--- src/rtl/exception_ctrl_pkg.sv ---
// Shared constants for the exception controller: ExcCodes, entry vector,
// CP0 register indices, mem_exc flag positions and the FSM state encoding.
package exception_ctrl_pkg;

    localparam logic [4:0] EXC_INT  = 5'd0;
    localparam logic [4:0] EXC_ADEL = 5'd4;
    localparam logic [4:0] EXC_ADES = 5'd5;
    localparam logic [4:0] EXC_SYS  = 5'd8;
    localparam logic [4:0] EXC_BP   = 5'd9;
    localparam logic [4:0] EXC_RI   = 5'd10;
    localparam logic [4:0] EXC_OV   = 5'd12;

    localparam logic [31:0] EXC_VECTOR = 32'hBFC0_0380;

    localparam int CP0_BADVADDR = 8;
    localparam int CP0_STATUS   = 12;
    localparam int CP0_CAUSE    = 13;
    localparam int CP0_EPC      = 14;

    // Bit positions inside mem_exc
    localparam int EXB_ADEL_IF = 0;
    localparam int EXB_RI      = 1;
    localparam int EXB_OV      = 2;
    localparam int EXB_SYS     = 3;
    localparam int EXB_BP      = 4;
    localparam int EXB_ADEL_LD = 5;
    localparam int EXB_ADES    = 6;

    typedef enum logic [1:0] {
        ST_IDLE     = 2'd0,
        ST_COMMIT   = 2'd1,
        ST_REDIRECT = 2'd2
    } state_t;

endpackage

--- src/rtl/exception_ctrl.sv ---
// Precise exception / ERET controller: captures a MEM-stage event, writes CP0
// for one cycle, then holds a fetch redirect until it is accepted.
module exception_ctrl
    import exception_ctrl_pkg::*;
(
    input  logic        clk,
    input  logic        rst,
    input  logic        mem_valid,
    input  logic [31:0] mem_pc,
    input  logic        mem_in_ds,
    input  logic [6:0]  mem_exc,
    input  logic        mem_eret,
    input  logic [31:0] mem_addr,
    input  logic [5:0]  hw_int,
    input  logic [31:0] status_in,
    input  logic [31:0] cause_in,
    input  logic [31:0] epc_in,
    output logic [31:0] cp0_we,
    output logic [31:0] cp0_epc,
    output logic [31:0] cp0_badvaddr,
    output logic        cp0_exl,
    output logic        cp0_bd,
    output logic [4:0]  cp0_exc_code,
    output logic [5:0]  cp0_hw_int,
    output logic        flush,
    output logic        exc_busy,
    output logic        redirect_valid,
    output logic [31:0] redirect_pc,
    input  logic        redirect_ready
);

    state_t      state_reg;
    logic [5:0]  hw_int_q;
    logic        eret_reg;

    logic        int_pend;
    logic        trigger;
    logic [4:0]  code_next;
    logic [31:0] badv_next;
    logic        badv_we_next;
    logic        eret_next;
    logic [31:0] epc_next;
    logic [31:0] we_next;

    assign int_pend = status_in[0] & ~status_in[1]
                    & (|(status_in[15:8] & {hw_int_q, cause_in[9:8]}));
    assign trigger  = mem_valid & (int_pend | (|mem_exc) | mem_eret);
    assign epc_next = mem_in_ds ? (mem_pc - 32'd4) : mem_pc;

    // Fixed-priority cause selection; ERET is taken only when nothing else is pending
    always_comb begin
        code_next    = EXC_INT;
        badv_next    = '0;
        badv_we_next = 1'b0;
        eret_next    = 1'b0;
        if (int_pend) begin
            code_next = EXC_INT;
        end else if (mem_exc[EXB_ADEL_IF]) begin
            code_next    = EXC_ADEL;
            badv_next    = mem_pc;
            badv_we_next = 1'b1;
        end else if (mem_exc[EXB_RI]) begin
            code_next = EXC_RI;
        end else if (mem_exc[EXB_OV]) begin
            code_next = EXC_OV;
        end else if (mem_exc[EXB_SYS]) begin
            code_next = EXC_SYS;
        end else if (mem_exc[EXB_BP]) begin
            code_next = EXC_BP;
        end else if (mem_exc[EXB_ADEL_LD]) begin
            code_next    = EXC_ADEL;
            badv_next    = mem_addr;
            badv_we_next = 1'b1;
        end else if (mem_exc[EXB_ADES]) begin
            code_next    = EXC_ADES;
            badv_next    = mem_addr;
            badv_we_next = 1'b1;
        end else begin
            eret_next = 1'b1;
        end
    end

    always_comb begin
        we_next = '0;
        we_next[CP0_STATUS] = 1'b1;
        if (!eret_next) begin
            we_next[CP0_CAUSE]    = 1'b1;
            we_next[CP0_EPC]      = 1'b1;
            we_next[CP0_BADVADDR] = badv_we_next;
        end
    end

    always_ff @(posedge clk) begin
        if (rst) begin
            state_reg      <= ST_IDLE;
            hw_int_q       <= '0;
            eret_reg       <= 1'b0;
            cp0_we         <= '0;
            cp0_epc        <= '0;
            cp0_badvaddr   <= '0;
            cp0_exl        <= 1'b0;
            cp0_bd         <= 1'b0;
            cp0_exc_code   <= '0;
            flush          <= 1'b0;
            exc_busy       <= 1'b0;
            redirect_valid <= 1'b0;
            redirect_pc    <= '0;
        end else begin
            hw_int_q <= hw_int;
            cp0_we   <= '0;
            case (state_reg)
                ST_IDLE: begin
                    if (trigger) begin
                        state_reg    <= ST_COMMIT;
                        eret_reg     <= eret_next;
                        cp0_we       <= we_next;
                        cp0_epc      <= epc_next;
                        cp0_badvaddr <= badv_next;
                        cp0_exl      <= ~eret_next;
                        cp0_bd       <= mem_in_ds;
                        cp0_exc_code <= code_next;
                        flush        <= 1'b1;
                        exc_busy     <= 1'b1;
                    end
                end
                ST_COMMIT: begin
                    state_reg      <= ST_REDIRECT;
                    redirect_valid <= 1'b1;
                    redirect_pc    <= eret_reg ? epc_in : EXC_VECTOR;
                end
                ST_REDIRECT: begin
                    if (redirect_ready) begin
                        state_reg      <= ST_IDLE;
                        redirect_valid <= 1'b0;
                        flush          <= 1'b0;
                        exc_busy       <= 1'b0;
                    end
                end
                default: begin
                    state_reg <= ST_IDLE;
                end
            endcase
        end
    end

    assign cp0_hw_int = hw_int_q;

    logic unused_bits;
    assign unused_bits = ^{status_in[31:16], status_in[7:2], cause_in[31:10], cause_in[7:0]};

endmodule
--- config.mk ---
export PLATFORM = sky130hd
export DESIGN_NAME = exception_ctrl
export DESIGN_NICKNAME = d
export VERILOG_FILES = /design/src/rtl/exception_ctrl_pkg.sv /design/src/rtl/exception_ctrl.sv
export SDC_FILE = /design/constraint.sdc
export NUM_CORES = 1
export LEC_CHECK = 0
export CAP_MARGIN = 0
export CORE_ASPECT_RATIO = 1.4
export CORE_MARGIN = 4
export CORE_UTILIZATION = 34
export CTS_CLUSTER_SIZE = 10
export DETAILED_ROUTE_END_ITERATION = 12
export PLACE_DENSITY_LB_ADDON = 0.15
export RECOVER_POWER = 25
export SYNTH_ARGS = -nofsm -noshare
export SYNTH_HDL_FRONTEND = slang
export SYNTH_SLANG_ARGS = --single-unit
--- constraint.sdc ---
create_clock -name clk -period 2.1 [get_ports clk]
set_input_delay 0.42 -clock clk [delete_from_list [all_inputs] [get_ports clk]]
set_output_delay 0.42 -clock clk [all_outputs]
set_load 0.01 [all_outputs]
==> results.cfg <==
[worst_hold_path]
worst_hold_startpoint = cp0_badvaddr[30]$_SDFFE_PP0N_
worstHoldPathType = reg -> reg
hold_depth = 2
min_to = cp0_badvaddr[30]$_SDFFE_PP0N_

[logic_synthesis]
netlist_area_um2 = 5320
async_reset_ff_share_pct = 0
synth-seq-cells = 116
avgSynthCellArea_um2 = 8.33
synthTopCellsByArea = dfxtp_1 (44%), a21oi_1 (6.0%), a22o_1 (5.3%)
ys_seq_area_share_pct = 43.6
ys.flop_type = dfxtp_1
synth_top_area_share_pct = 43.6
netlist-cell-type-count = 41
yosys.area.top_type = dfxtp_1
ys_warn_count = 0
synth.most_common_cell = dfxtp_1
synth_edf_count = 0
yosys-top-cells-count = dfxtp_1 (116), nand2_1 (71), a21oi_1 (64), nor2_1 (57), nand3_1 (54)
syn_inst = 639

[sta]
fin_worst_skew_ps = 11.1
period_minus_slack_ps = 2020
fmax_mhz = 495
fin_crit_sh_pct = 96.2
setup_violations = 0
hold_violations = 0
slew_violations = 0
maxSlewHeadroom_pct = 56.0
holdWs_ps = 446
tightestPinTransition_ps = 659

[final_layout]
top_regs = cp0_badvaddr x32, cp0_epc x32, redirect_pc x32
fin_nets = 1092
utilization_pct = 59.2
layout-drive-gt1-share_pct = 14.4
syn_to_final_growth_pct = 68.9
fillers = 1406
antenna_cells = 0

[clocking]
cts_tree = yes
cts_max_path_buffers = 2
clk_pin_slew_ps = 50
postCtsHoldBufs = 0
numCtsBuffers = 17
cts.sinks = 116
root_buffer = clkbuf_16
htree_levels = 4
clock_latency_ps = 410

[placement]
gp_routability_congestion = 0.850
io_buffers = 241
hpwl_um = 13200

[setup_path]
r2r_end = cp0_exl$_SDFFE_PP0N_
required_ps = 2360
crit_start = mem_pc[25]
start_kind = input pin
r2r-start = cp0_hw_int[1]$_SDFF_PP0_
cp_max_fo = 3
arrival_ps = 2280
path_class = in -> reg
cp_cell_sequence = clkdlybuf4s50_1 > or4_4 > or3_4 > nor4_4 > xnor2_1 > a211oi_2
reg2reg_setup_slack_ps = 390
cpLargestDelayFamily = simple AND/OR/NAND/NOR gates
crit_path_end_kind = flip-flop
path_buf_inv = 1
max_stage_delay_ps = 570
reg2reg_depth = 5
cp_slowest_cell = or4_4

[floorplanning]
die_y_um = 156
placementRows = 53
dieArea_um2 = 17700
die_w_um = 114
initial_core_util_pct = 35.0
core_um2 = 15200
ios = 323

[drt]
via_count = 5634
highest_layer = met5
wirelength_um = 18300
firstDrtPassIters = 5
drc = 0
wl_met2_um = 9480
wl_met3_um = 1240
wl_met1_um = 7180
drt_iter0_drc = 298
wl_per_cell_um = 16.4
avgViaCountPerCell = 5.05
ant_nets = 0

[global_route]
grt_usage_pct = 19.8
grt_max_degree = 117
grt_pass1_wl_um = 28300
antenna_found_initial = 1
grt_pass1_vias = 5637
overflow = 0

[flow_run]
drv_cap = 0

[pwr]
p_leak_nw = 3.39
ir_worst_vdd_uv = 373
power_density_nw_per_um2 = 706

[outcome]
status = completed
==> logic make-up after synthesis <==
family          synth area share [%]
flops                           43.6
compound gates                  17.7
xor+xnor                        4.44
fa+ha+maj                      0.235
buf+inv                         8.68
other cells                   0.0705
simple gates                    25.3
==> per-stage QoR <==
| stage | TNS (ps) | std cells | area [um^2] | setup slack (ps) | power, mW |
|---|---|---|---|---|---|
| floorplan | 0 | 667 | 5430 | 23.3 | 2.91 |
| global placement | -26150 | 1082 | 8210 | -457 | 3.57 |
| detailed placement | -25330 | 1082 | 8210 | -539 | 3.59 |
| CTS | -74.9 | 1114 | 8820 | -24.4 | 6.41 |
| global route | -1.68 | 1116 | 8990 | -1.68 | 6.62 |
| finish | 0 | 1116 | 8990 | 79.9 | 6.35 |
==> cells in the final DEF, fill, tap and decap left out, types with 4 or more instances in the layout <==
master,netlist,routed
inv_1,4,4
nor3_2,0,5
nor3_1,25,17
a211oi_1,27,23
nor4_2,0,4
a211oi_2,2,6
dlygate4sd3_1,0,18
xor2_1,7,7
dlymetal6s2s_1,0,9
nor2b_1,8,7
nor3b_1,14,13
buf_12,0,6
nand2b_1,6,6
a22oi_1,4,4
a22o_1,32,32
xnor2_1,20,20
nand3_1,54,54
buf_4,31,57
nor2_1,57,57
dfxtp_1,116,116
a21oi_1,64,64
clkdlybuf4s50_1,0,212
conb_1,1,29
clkbuf_16,0,18
nor4_1,9,5
nand2_1,71,71
==> how the worst max path moves through the flow <==
stage | end | slack [ps] | cells past startpoint
finish | cp0_epc[29]$_SDFFE_PP0N_ | 80 | 6
global route | cp0_epc[29]$_SDFFE_PP0N_ | -2 | 9
CTS | cp0_epc[29]$_SDFFE_PP0N_ | -20 | 7
detailed placement | cp0_epc[30]$_SDFFE_PP0N_ | -540 | 7
global placement | cp0_epc[22]$_SDFFE_PP0N_ | -460 | 9
floorplan | cp0_epc[22]$_SDFFE_PP0N_ | 20 | 5
==> worst register-to-register path, delay by kind of cell (launching register included) <==
family	cells	cell delay, ps
compound gates	2	500
buf+inv	1	420
simple gates	2	350
flops	1	310
==> final cells by class <==
cell class / count / area [um^2] / area share, %
flip-flops and latches: 116 / 2320 / 25.8
clock inverters: 12 / 133 / 1.48
clock buffers: 19 / 443 / 4.93
well taps: 192 / 240 / 2.67
multi-input cells: 463 / 2790 / 31.1
repair buffers: 310 / 3040 / 33.8
inverters: 4 / 15.0 / 0.167
==> where the power goes <==
| part | total [mW] | internal [mW] | switching (mW) |
|---|---|---|---|
| clock | 2.80 | 1.77 | 1.03 |
| combinational | 1.16 | 0.628 | 0.534 |
| sequential | 2.39 | 2.32 | 0.0650 |
| total | 6.35 | 4.72 | 1.62 |
==> routing by layer <==
metal / GRT usage, % / vias up
li1: - / 2732
met1: 21.8 / 2667
met2: 35.4 / 208
met3: 6.05 / 25
met4: 7.50 / 2
met5: 0 / -
==> repair_timing <==
item	4_1_cts	5_1_grt
resized for setup	6	33
setup endpoints to repair	10	28
cloned	1	1
setup buffers	0	1
pin swaps	2	11
No activity file was read; power rests on OpenSTA's default activity.
